===== src/rtl/song_recorder.sv =====
// rtl/song_recorder.sv - records a played melody into song RAM as {note, duration} entries
//
// Purpose: measures key holds and the gaps between keys in beats and writes one
// {note, duration} entry per note or rest, then an end-of-song marker {0,0}.
// Ports:
//   clk, reset (async, active-low)
//   record_button  one-cycle pulse, starts/stops recording
//   song           target slot, latched at record start
//   key_down       key held level
//   key_note       note of the held key
//   beat           one-cycle time base pulse
//   wr_en/wr_addr/wr_data  registered song RAM write port
//   recording      high while capturing (START, NOTE, REST)
//   song_full      recording stopped by running out of slot space
//   note_count     data entries written in the current/last recording
`timescale 1ns/1ps
module song_recorder #(
  parameter int NOTES_PER_SONG = 32,
  parameter int ADDR_BITS      = 5
) (
  input  logic                 clk,
  input  logic                 reset,
  input  logic                 record_button,
  input  logic [1:0]           song,
  input  logic                 key_down,
  input  logic [5:0]           key_note,
  input  logic                 beat,
  output logic                 wr_en,
  output logic [ADDR_BITS+1:0] wr_addr,
  output logic [11:0]          wr_data,
  output logic                 recording,
  output logic                 song_full,
  output logic [ADDR_BITS:0]   note_count
);

  typedef enum logic [2:0] {S_IDLE, S_START, S_NOTE, S_REST, S_END} state_t;

  // Last index a data entry may use; the slot's final entry is kept for the terminator.
  localparam logic [ADDR_BITS-1:0] LAST_DATA = ADDR_BITS'(NOTES_PER_SONG - 2);
  localparam logic [5:0]           DUR_MAX   = 6'd63;

  state_t                 state;
  state_t                 nxt_state;
  logic [1:0]             song_l;
  logic [ADDR_BITS-1:0]   index;
  logic [5:0]             cur_note;
  logic [5:0]             nxt_note;
  logic [5:0]             dur;
  logic [5:0]             nxt_dur;
  logic                   key_down_q;
  logic [5:0]             key_note_q;

  logic [5:0]             d_next;
  logic [5:0]             dur_min1;
  logic                   key_rise;
  logic                   key_fall;
  logic                   note_chg;
  logic                   data_wr;
  logic                   term_wr;
  logic [11:0]            data_val;

  // A beat in the same cycle as any event is counted before the entry is written.
  assign d_next   = dur + {5'd0, beat};
  assign dur_min1 = (d_next == 6'd0) ? 6'd1 : d_next;
  assign key_rise = key_down & ~key_down_q;
  assign key_fall = ~key_down & key_down_q;
  assign note_chg = key_down & key_down_q & (key_note != key_note_q);

  always_comb begin
    nxt_state = state;
    nxt_note  = cur_note;
    nxt_dur   = dur;
    data_wr   = 1'b0;
    term_wr   = 1'b0;
    data_val  = 12'd0;
    case (state)
      S_IDLE: begin
        nxt_dur = 6'd0;
        if (record_button) nxt_state = S_START;
      end
      S_START: begin
        if (record_button) begin
          term_wr   = 1'b1;
          nxt_state = S_IDLE;
        end else if (key_down) begin
          nxt_note  = key_note;
          nxt_dur   = 6'd0;
          nxt_state = S_NOTE;
        end
      end
      S_NOTE: begin
        nxt_dur = d_next;
        // Stop takes priority over key edges; the held note is flushed as-is.
        if (record_button) begin
          data_wr   = 1'b1;
          data_val  = {cur_note, dur_min1};
          nxt_state = S_END;
        end else if (key_fall) begin
          data_wr   = 1'b1;
          data_val  = {cur_note, dur_min1};
          nxt_dur   = 6'd0;
          nxt_state = S_REST;
        end else if (note_chg) begin
          data_wr  = 1'b1;
          data_val = {cur_note, dur_min1};
          nxt_note = key_note;
          nxt_dur  = 6'd0;
        end else if (d_next == DUR_MAX) begin
          data_wr  = 1'b1;
          data_val = {cur_note, DUR_MAX};
          nxt_dur  = 6'd0;
        end
      end
      S_REST: begin
        nxt_dur = d_next;
        if (record_button) begin
          if (d_next != 6'd0) begin
            data_wr   = 1'b1;
            data_val  = {6'd0, d_next};
            nxt_state = S_END;
          end else begin
            term_wr   = 1'b1;
            nxt_state = S_IDLE;
          end
        end else if (key_rise) begin
          // Zero-length gaps between keys are not recorded as rests.
          if (d_next != 6'd0) begin
            data_wr  = 1'b1;
            data_val = {6'd0, d_next};
          end
          nxt_note  = key_note;
          nxt_dur   = 6'd0;
          nxt_state = S_NOTE;
        end else if (d_next == DUR_MAX) begin
          data_wr  = 1'b1;
          data_val = {6'd0, DUR_MAX};
          nxt_dur  = 6'd0;
        end
      end
      S_END: begin
        term_wr   = 1'b1;
        nxt_state = S_IDLE;
      end
      default: nxt_state = S_IDLE;
    endcase
    // Slot space exhausted: finish with the terminator in the last entry.
    if (data_wr && (index == LAST_DATA)) nxt_state = S_END;
  end

  always_ff @(posedge clk or negedge reset) begin
    if (!reset) begin
      state      <= S_IDLE;
      song_l     <= 2'd0;
      index      <= '0;
      cur_note   <= 6'd0;
      dur        <= 6'd0;
      key_down_q <= 1'b0;
      key_note_q <= 6'd0;
      wr_en      <= 1'b0;
      wr_addr    <= '0;
      wr_data    <= 12'd0;
      recording  <= 1'b0;
      song_full  <= 1'b0;
      note_count <= '0;
    end else begin
      state      <= nxt_state;
      cur_note   <= nxt_note;
      dur        <= nxt_dur;
      key_down_q <= key_down;
      key_note_q <= key_note;
      wr_en      <= data_wr | term_wr;
      recording  <= (nxt_state == S_START) || (nxt_state == S_NOTE) || (nxt_state == S_REST);
      if (data_wr || term_wr) begin
        wr_addr <= {song_l, index};
        wr_data <= data_wr ? data_val : 12'd0;
      end
      if ((state == S_IDLE) && record_button) begin
        song_l     <= song;
        index      <= '0;
        note_count <= '0;
        song_full  <= 1'b0;
      end
      if (data_wr) begin
        index      <= index + ADDR_BITS'(1);
        note_count <= note_count + (ADDR_BITS+1)'(1);
        if (index == LAST_DATA) song_full <= 1'b1;
      end
    end
  end

endmodule


===== config.mk =====
export PLATFORM = sky130hd
export DESIGN_NAME = song_recorder
export DESIGN_NICKNAME = d
export VERILOG_FILES = /design/src/rtl/song_recorder.sv
export SDC_FILE = /design/constraint.sdc
export NUM_CORES = 1
export LEC_CHECK = 0
export ABC_AREA = 1
export CAP_MARGIN = 20
export CORE_ASPECT_RATIO = 1.2
export CORE_MARGIN = 2
export CORE_UTILIZATION = 58
export DETAILED_ROUTE_END_ITERATION = 10
export GPL_TIMING_DRIVEN = 0
export PLACE_DENSITY = 0.8
export SLEW_MARGIN = 10
export SYNTH_ARGS = -nofsm -noshare
export SYNTH_HDL_FRONTEND = slang
export SYNTH_SLANG_ARGS = --single-unit
export TNS_END_PERCENT = 1

===== constraint.sdc =====
create_clock -name clk -period 3.19 [get_ports clk]
set_input_delay 0.638 -clock clk [delete_from_list [all_inputs] [get_ports clk]]
set_output_delay 0.638 -clock clk [all_outputs]
set_load 0.01 [all_outputs]

Yosys cells after proc, flatten, opt, wreduce, memory -nomap -nowiden
Cells that the tools add are included.
{"block": "classes", "n_bitwise": 7, "reduce_logical": 13, "eq_ne": 17, "n_addsub": 3, "n_mux": 57}
{"operator": "$mux W6", "count": 20}
{"operator": "$mux W12", "count": 7}
{"operator": "$mux W3", "count": 9}
{"operator": "$pmux W12 S2", "count": 1}
{"operator": "$pmux W6 S4", "count": 1}
{"operator": "$pmux W6 S3", "count": 1}
{"operator": "$ne A2 B2 Y1 const B", "count": 7}
{"operator": "$mux W1", "count": 13}
{"operator": "$eq A3 B2 Y1 const B", "count": 4}
{"operator": "$pmux W3 S4", "count": 1}
{"operator": "$mux W5", "count": 2}
{"operator": "$reduce_and A8 Y1", "count": 1}
{"operator": "$add A6 B1 Y6", "count": 1}
{"operator": "$add A6 B1 Y6 const B", "count": 1}
{"operator": "$eq A3 B1 Y1 const B", "count": 2}
{"operator": "$eq A6 B6 Y1 const B", "count": 1}
{"operator": "$logic_not A6 Y1", "count": 1}
{"operator": "$ne A6 B6 Y1", "count": 1}
{"operator": "$reduce_bool A6 Y1", "count": 1}
{"operator": "$add A5 B1 Y5 const B", "count": 1}
{"operator": "$eq A5 B5 Y1 const B", "count": 1}
{"operator": "$and A1 B1 Y1", "count": 4}
{"operator": "$reduce_bool A4 Y1", "count": 1}
{"operator": "$eq A3 B3 Y1 const B", "count": 1}
{"operator": "other kinds (10)", "count": 14}
{"block": "totals", "wordCells": 110, "regBits": 57, "in_bits": 13}

Longest topological paths before layout
{"block": "depth", "word_depth": 12, "mapped_depth": 17, "depth_no_buf": 16}

Worst setup path after synthesis
No wires, ideal clock.
{"block": "synth_path", "path_type": "input to register", "start": "input beat", "end": "register note_count[0]", "setup_ns": 0.117, "arrival_time_ns": 2.286, "required_time_ns": 3.073, "stages": 15, "setup_slack_ns": 0.787, "cell_sequence": "ha_1 > ha_1 > nand2_1 > inv_1 > nor2_4 > nand2_1 > nor2_2 > nand3_2 > a21oi_4 > nand2_4 > nand2_8 > nor2_4 > buf_6 > nand2_1 > nand2_1"}
{"block": "synth_via", "elab_chain_cells": 8, "word_cells_on_any_way": 13}
{"element": "start: declaration", "line_no": "27", "rtl": "input logic beat,"}
{"element": "$add A6 B1 Y6 (*)", "line_no": "63", "rtl": "assign d_next = dur + {5'd0, beat};"}
{"element": "$eq A6 B6 Y1", "line_no": "108, 134"}
{"element": "$mux W1", "line_no": "108, 134"}
{"element": "$mux W1", "line_no": "103", "rtl": "end else if (note_chg) begin"}
{"element": "$mux W1", "line_no": "98", "rtl": "end else if (key_fall) begin"}
{"element": "$mux W1", "line_no": "94", "rtl": "if (record_button) begin"}
{"element": "$pmux W1 S2 (*)", "line_no": "76", "rtl": "case (state)"}
{"element": "$mux W6 or $reduce_bool A2 Y1 (tied branches)"}
{"element": "end signal: assignment", "line_no": "185", "rtl": "note_count <= note_count + (ADDR_BITS+1)'(1);"}
{"element": "end: declaration", "line_no": "33", "rtl": "output logic [ADDR_BITS:0] note_count"}
Mark *: on every way between the ends. The rest lies on a longest branch, timed or not.
A chain may end at the register's enable or synchronous reset.

Worst setup path in the final report
{"block": "layout_path", "start": "input beat", "end": "register note_count[5]"}
Same word-level chain as after synthesis.

==> tab_implementation.tex <==
\begin{tabular}{lr}
\hline
Metric & Value \\
\hline
\multicolumn{2}{l}{\textbf{Layout}} \\
\quad Fraction of layout cells with a size suffix above 1 & 9.05\% \\
\quad Area of combinational cells with multiple inputs & 1270 um\^{}2 \\
\quad Nets & 444 \\
\quad Sequential cell area in the final layout & 1430 um\^{}2 \\
\quad Share of the core filled with cells & 74.1\% \\
\quad Synthesis-to-finish area growth & 24.3\% \\
\quad Antenna diode count & 0 \\
\quad Count of filler cells inserted in the layout & 389 \\
\multicolumn{2}{l}{\textbf{Worst setup path}} \\
\quad Crit end category & flop \\
\quad Startpoint of the lowest-slack register-to-register path & dur[0]\$\_DFFE\_PN0P\_ \\
\quad Startpoint class of the critical path & input port \\
\quad Worst Path Max Fanout & 10 \\
\quad Required time at the worst-slack endpoint & 3420 ps \\
\quad Beginning of the critical path & beat \\
\quad Worst path buffer plus inverter count & 2 \\
\quad Crit path kind & in2reg \\
\quad Slowest stage delay, CP & 470 ps \\
\quad Arrival time at the worst endpoint & 3010 ps \\
\quad Slowest cell on crit path & clkdlybuf4s50\_1 \\
\quad Family of cells with the greatest summed delay on the critical path & simple AND/OR/NAND/NOR gates \\
\quad Cells along the critical path & clkdlybuf4s50\_1, ha\_1, ha\_1, nand3\_1, xor2\_2, nand3\_2, a21oi\_4, nand2\_4, nand2\_8, nor2\_4, buf\_6, nand2\_1, nand2\_1 \\
\multicolumn{2}{l}{\textbf{Pwr}} \\
\quad Net Sw Power & 0.000753 W \\
\quad VDD IR max & 0.000467 V \\
\quad Lkg Pwr & 1.93 nW \\
\quad Switching part of the total & 31.4\% \\
\quad Power share of the clock group & 31.2\% \\
\quad Power Dens Cells & 660 nW/um\^{}2 \\
\quad Internal power summed over all cells & 0.00165 W \\
\quad Flop pwr share & 40.7\% \\
\quad Combinational Power Share & 28.1\% \\
\multicolumn{2}{l}{\textbf{Logic synthesis}} \\
\quad Mean Syn Cell Area & 7.81 um\^{}2 \\
\quad Syn\_nets & 392 \\
\quad Yosys warnings & 0 \\
\quad Number of flip-flops and latches in the synthesized netlist & 57 \\
\quad Unique cell type count in the Yosys netlist & 30 \\
\quad Synthesized instance count & 374 \\
\quad Netlist area before placement & 2920 um\^{}2 \\
\quad Sequential share of the synthesized area & 48.8\% \\
\multicolumn{2}{l}{\textbf{Clock network}} \\
\quad Number of resized instances in the post-cts repair step & 0 \\
\quad Clk slew on worst S/H paths & 60 ps \\
\quad Number of hold buffers added after cts & 0 \\
\quad Buffers from clock root to sink, at most & 2 \\
\quad Clock buffers created by TritonCTS & 9 \\
\quad Htree depth & 3 \\
\quad Setup Buffers After CTS & 0 \\
\quad CTS tree & done \\
\quad Clock root buffer & clkbuf\_8 \\
\quad Sink Count & 57 \\
\quad Insertion delay of the later-clocked pin in the worst-skew pair & 340 ps \\
\multicolumn{2}{l}{\textbf{GRT}} \\
\quad Global-route wire length before repair & 10,100 um \\
\quad Global route overflow & 0 \\
\quad Number of global-route vias before repair & 2,378 \\
\quad Antenna violations before repair & 0 \\
\quad Global router's overall resource usage & 24.1\% \\
\quad Pin count of the biggest net entering global routing & 31 \\
\multicolumn{2}{l}{\textbf{STA}} \\
\quad Top achievable clock speed & 359 MHz \\
\quad Post-route fraction of the period consumed by the critical path & 87.3\% \\
\quad Final number of max-transition violations & 0 \\
\quad Worst clock skew & 7.36 ps \\
\quad Final worst hold slack & 342 ps \\
\quad Number of endpoints failing setup at the final stage & 0 \\
\quad Total negative setup slack & 0 ps \\
\quad RSZ-0062 raised after global routing & false \\
\quad Worst-case headroom to the max-slew limit & 45.3\% \\
\quad Clock period minus final worst setup slack & 2780 ps \\
\quad Final Hold Fails & 0 \\
\quad Transition time at the pin with the least slew margin & 815 ps \\
\multicolumn{2}{l}{\textbf{Drt}} \\
\quad Ratio of routed vias to standard cells & 5.09 \\
\quad WL final & 5940 um \\
\quad Number of iterations in the first detailed-routing pass & 4 \\
\quad DRC violation count after routing & 0 \\
\quad Number of routed nets with antenna violations & 0 \\
\quad Overall via count from detail\_route & 2,498 \\
\quad DR iter-0 viols & 87 \\
\quad Routed len/inst & 12.1 um \\
\multicolumn{2}{l}{\textbf{Floorplanning}} \\
\quad Number of rows created at floorplan & 28 \\
\quad Core region area & 4900 um\^{}2 \\
\quad Die width & 68.8 um \\
\quad Starting Density & 59.6\% \\
\quad Die area & 5630 um\^{}2 \\
\quad Chip Height & 81.8 um \\
\quad Number of I/O pins & 41 \\
\multicolumn{2}{l}{\textbf{Placement}} \\
\quad Sum of net half-perimeters after detailed placement & 4360 um \\
\quad Final weighted congestion in routability-driven placement & 0.842 \\
\quad \# port buffers & 40 \\
\multicolumn{2}{l}{\textbf{Run}} \\
\quad Max-cap viol count & 0 \\
\multicolumn{2}{l}{\textbf{Outcome}} \\
\quad Status & finished clean \\
\multicolumn{2}{l}{\textbf{Min path}} \\
\quad Type of the tightest min-delay check & in2async \\
\hline
\end{tabular}
==> power groups by stage <==
| stage | Clock (W) | Combinational, W | Sequential [W] |
|---|---|---|---|
| after global routing | 0.000791 | 0.000762 | 0.000992 |
| after detailed placement | 0 | 0.000677 | 0.000988 |
| after global placement | 0 | 0.000660 | 0.000983 |
| final | 0.000749 | 0.000674 | 0.000976 |
| after CTS | 0.000761 | 0.000682 | 0.000977 |
| after floorplan | 0 | 0.000354 | 0.00101 |
==> sequential cells by signal, summed over array words and instances (netlist names) <==
name	flops
cur_note	6
key_note_q	6
recording	1
song_l	2
key_down_q	1
dur	6
wr_addr	7
wr_en	1
index	5
note_count	6
state	3
wr_data	12
song_full	1
==> cell families (layout without fill, tap and decap cells) <==
| group | count (synthesis) | in the layout | synth area share, % |
|---|---|---|---|
| flip-flops | 57 | 57 | 48.8 |
| AO/OA/AOI/OAI | 27 | 27 | 5.82 |
| XOR/XNOR | 4 | 4 | 1.46 |
| adder cells (fa/ha/maj) | 5 | 5 | 2.14 |
| buffers and inverters | 52 | 109 | 7.58 |
| AND/OR/NAND/NOR | 229 | 229 | 34.2 |
==> worst paths after layout <==
kind                                              to  slack (ps)  depth (start not counted)
setup / recovery           note_count[5]$_DFFE_PN0P_         410                         13
hold / removal                wr_data[8]$_DFFE_PN0P_         340                          1
setup reg to reg              wr_addr[3]$_DFFE_PN0P_         770                         13
hold reg to reg               wr_data[7]$_DFFE_PN0P_         470                          2
max in group asynchronous       index[4]$_DFFE_PN0P_        2260                          2
min in group clk              wr_data[7]$_DFFE_PN0P_         470                          2
==> area by class of cell <==
type                            count  area share (%)
Tap cell                           60            2.07
Timing Repair Buffer               41            11.4
Clock inverter                      5            2.17
Clock buffer                       11            3.89
Multi-Input combinational cell    265            35.1
Inverter                           48            4.96
Buffer                              4            1.14
Sequential cell                    57            39.3
==> synthesized netlist by cell type <==
cell	instances	area [um^2]
nand2_1	150	563
dfrtp_1	57	1430
inv_1	45	169
nor2_1	31	116
nand3_1	20	100
nand4_1	11	68.8
o21ai_0	11	55.1
a21oi_1	6	30.0
o21bai_1	6	45.0
ha_1	5	62.6
buf_6	3	33.8
nor2_4	3	33.8
or2_2	3	18.8
inv_2	2	7.51
nand2_4	2	22.5
nand3_2	2	20.0
nor2_2	2	12.5
nor3_1	2	10.0
xnor2_1	2	17.5
a211o_1	1	8.76
a21boi_0	1	7.51
a21oi_4	1	16.3
buf_4	1	7.51
clkinv_1	1	3.75
nand2_2	1	6.26
nand2_8	1	20.0
nand3b_1	1	7.51
o21a_1	1	7.51
xor2_1	1	8.76
xor2_2	1	16.3
==> metrics by stage <==
step / setup slack [ps] / area (um^2) / power (W) / instances
global route: 174 / 3630 / 0.00255 / 491
global placement: -252 / 3400 / 0.00164 / 474
finish: 406 / 3630 / 0.00240 / 491
CTS: 405 / 3630 / 0.00242 / 491
floorplan: 787 / 2920 / 0.00136 / 374
detailed placement: 66.5 / 3410 / 0.00167 / 475
==> per-layer routing <==
metal  GRT usage [%]  vias up  routed length (um)
li1                -     1272                   -
met1            28.7     1155                2560
met2            41.4       58                3010
met3            5.62       13                 267
met4            10.0        0                 102
met5               0        -                   0
==> cells in the final DEF, fill, tap and decap left out <==
cell | netlist | layout
bufinv_16 | 0 | 2
clkdlybuf4s50_1 | 0 | 39
clkinv_2 | 0 | 2
o21bai_1 | 6 | 6
inv_1 | 45 | 45
a21oi_4 | 1 | 1
nand2_8 | 1 | 1
nor3_1 | 2 | 2
buf_4 | 1 | 1
buf_12 | 0 | 1
a211o_1 | 1 | 1
nand4_1 | 11 | 11
buf_6 | 3 | 3
nand2_2 | 1 | 1
ha_1 | 5 | 5
or2_2 | 3 | 3
clkbuf_1 | 0 | 1
nand2_1 | 150 | 150
nand3b_1 | 1 | 1
xor2_1 | 1 | 1
dfrtp_1 | 57 | 57
nand3_2 | 2 | 2
buf_2 | 0 | 1
nor2_1 | 31 | 31
nand2_4 | 2 | 2
clkbuf_8 | 0 | 10
clkinv_1 | 1 | 1
o21a_1 | 1 | 1
clkinv_4 | 0 | 1
a21oi_1 | 6 | 6
xor2_2 | 1 | 1
nor2_2 | 2 | 2
nor2_4 | 3 | 3
nand3_1 | 20 | 20
xnor2_1 | 2 | 2
o21ai_0 | 11 | 11
a21boi_0 | 1 | 1
inv_2 | 2 | 2
Note: power is estimated with default switching activity, not from simulation.
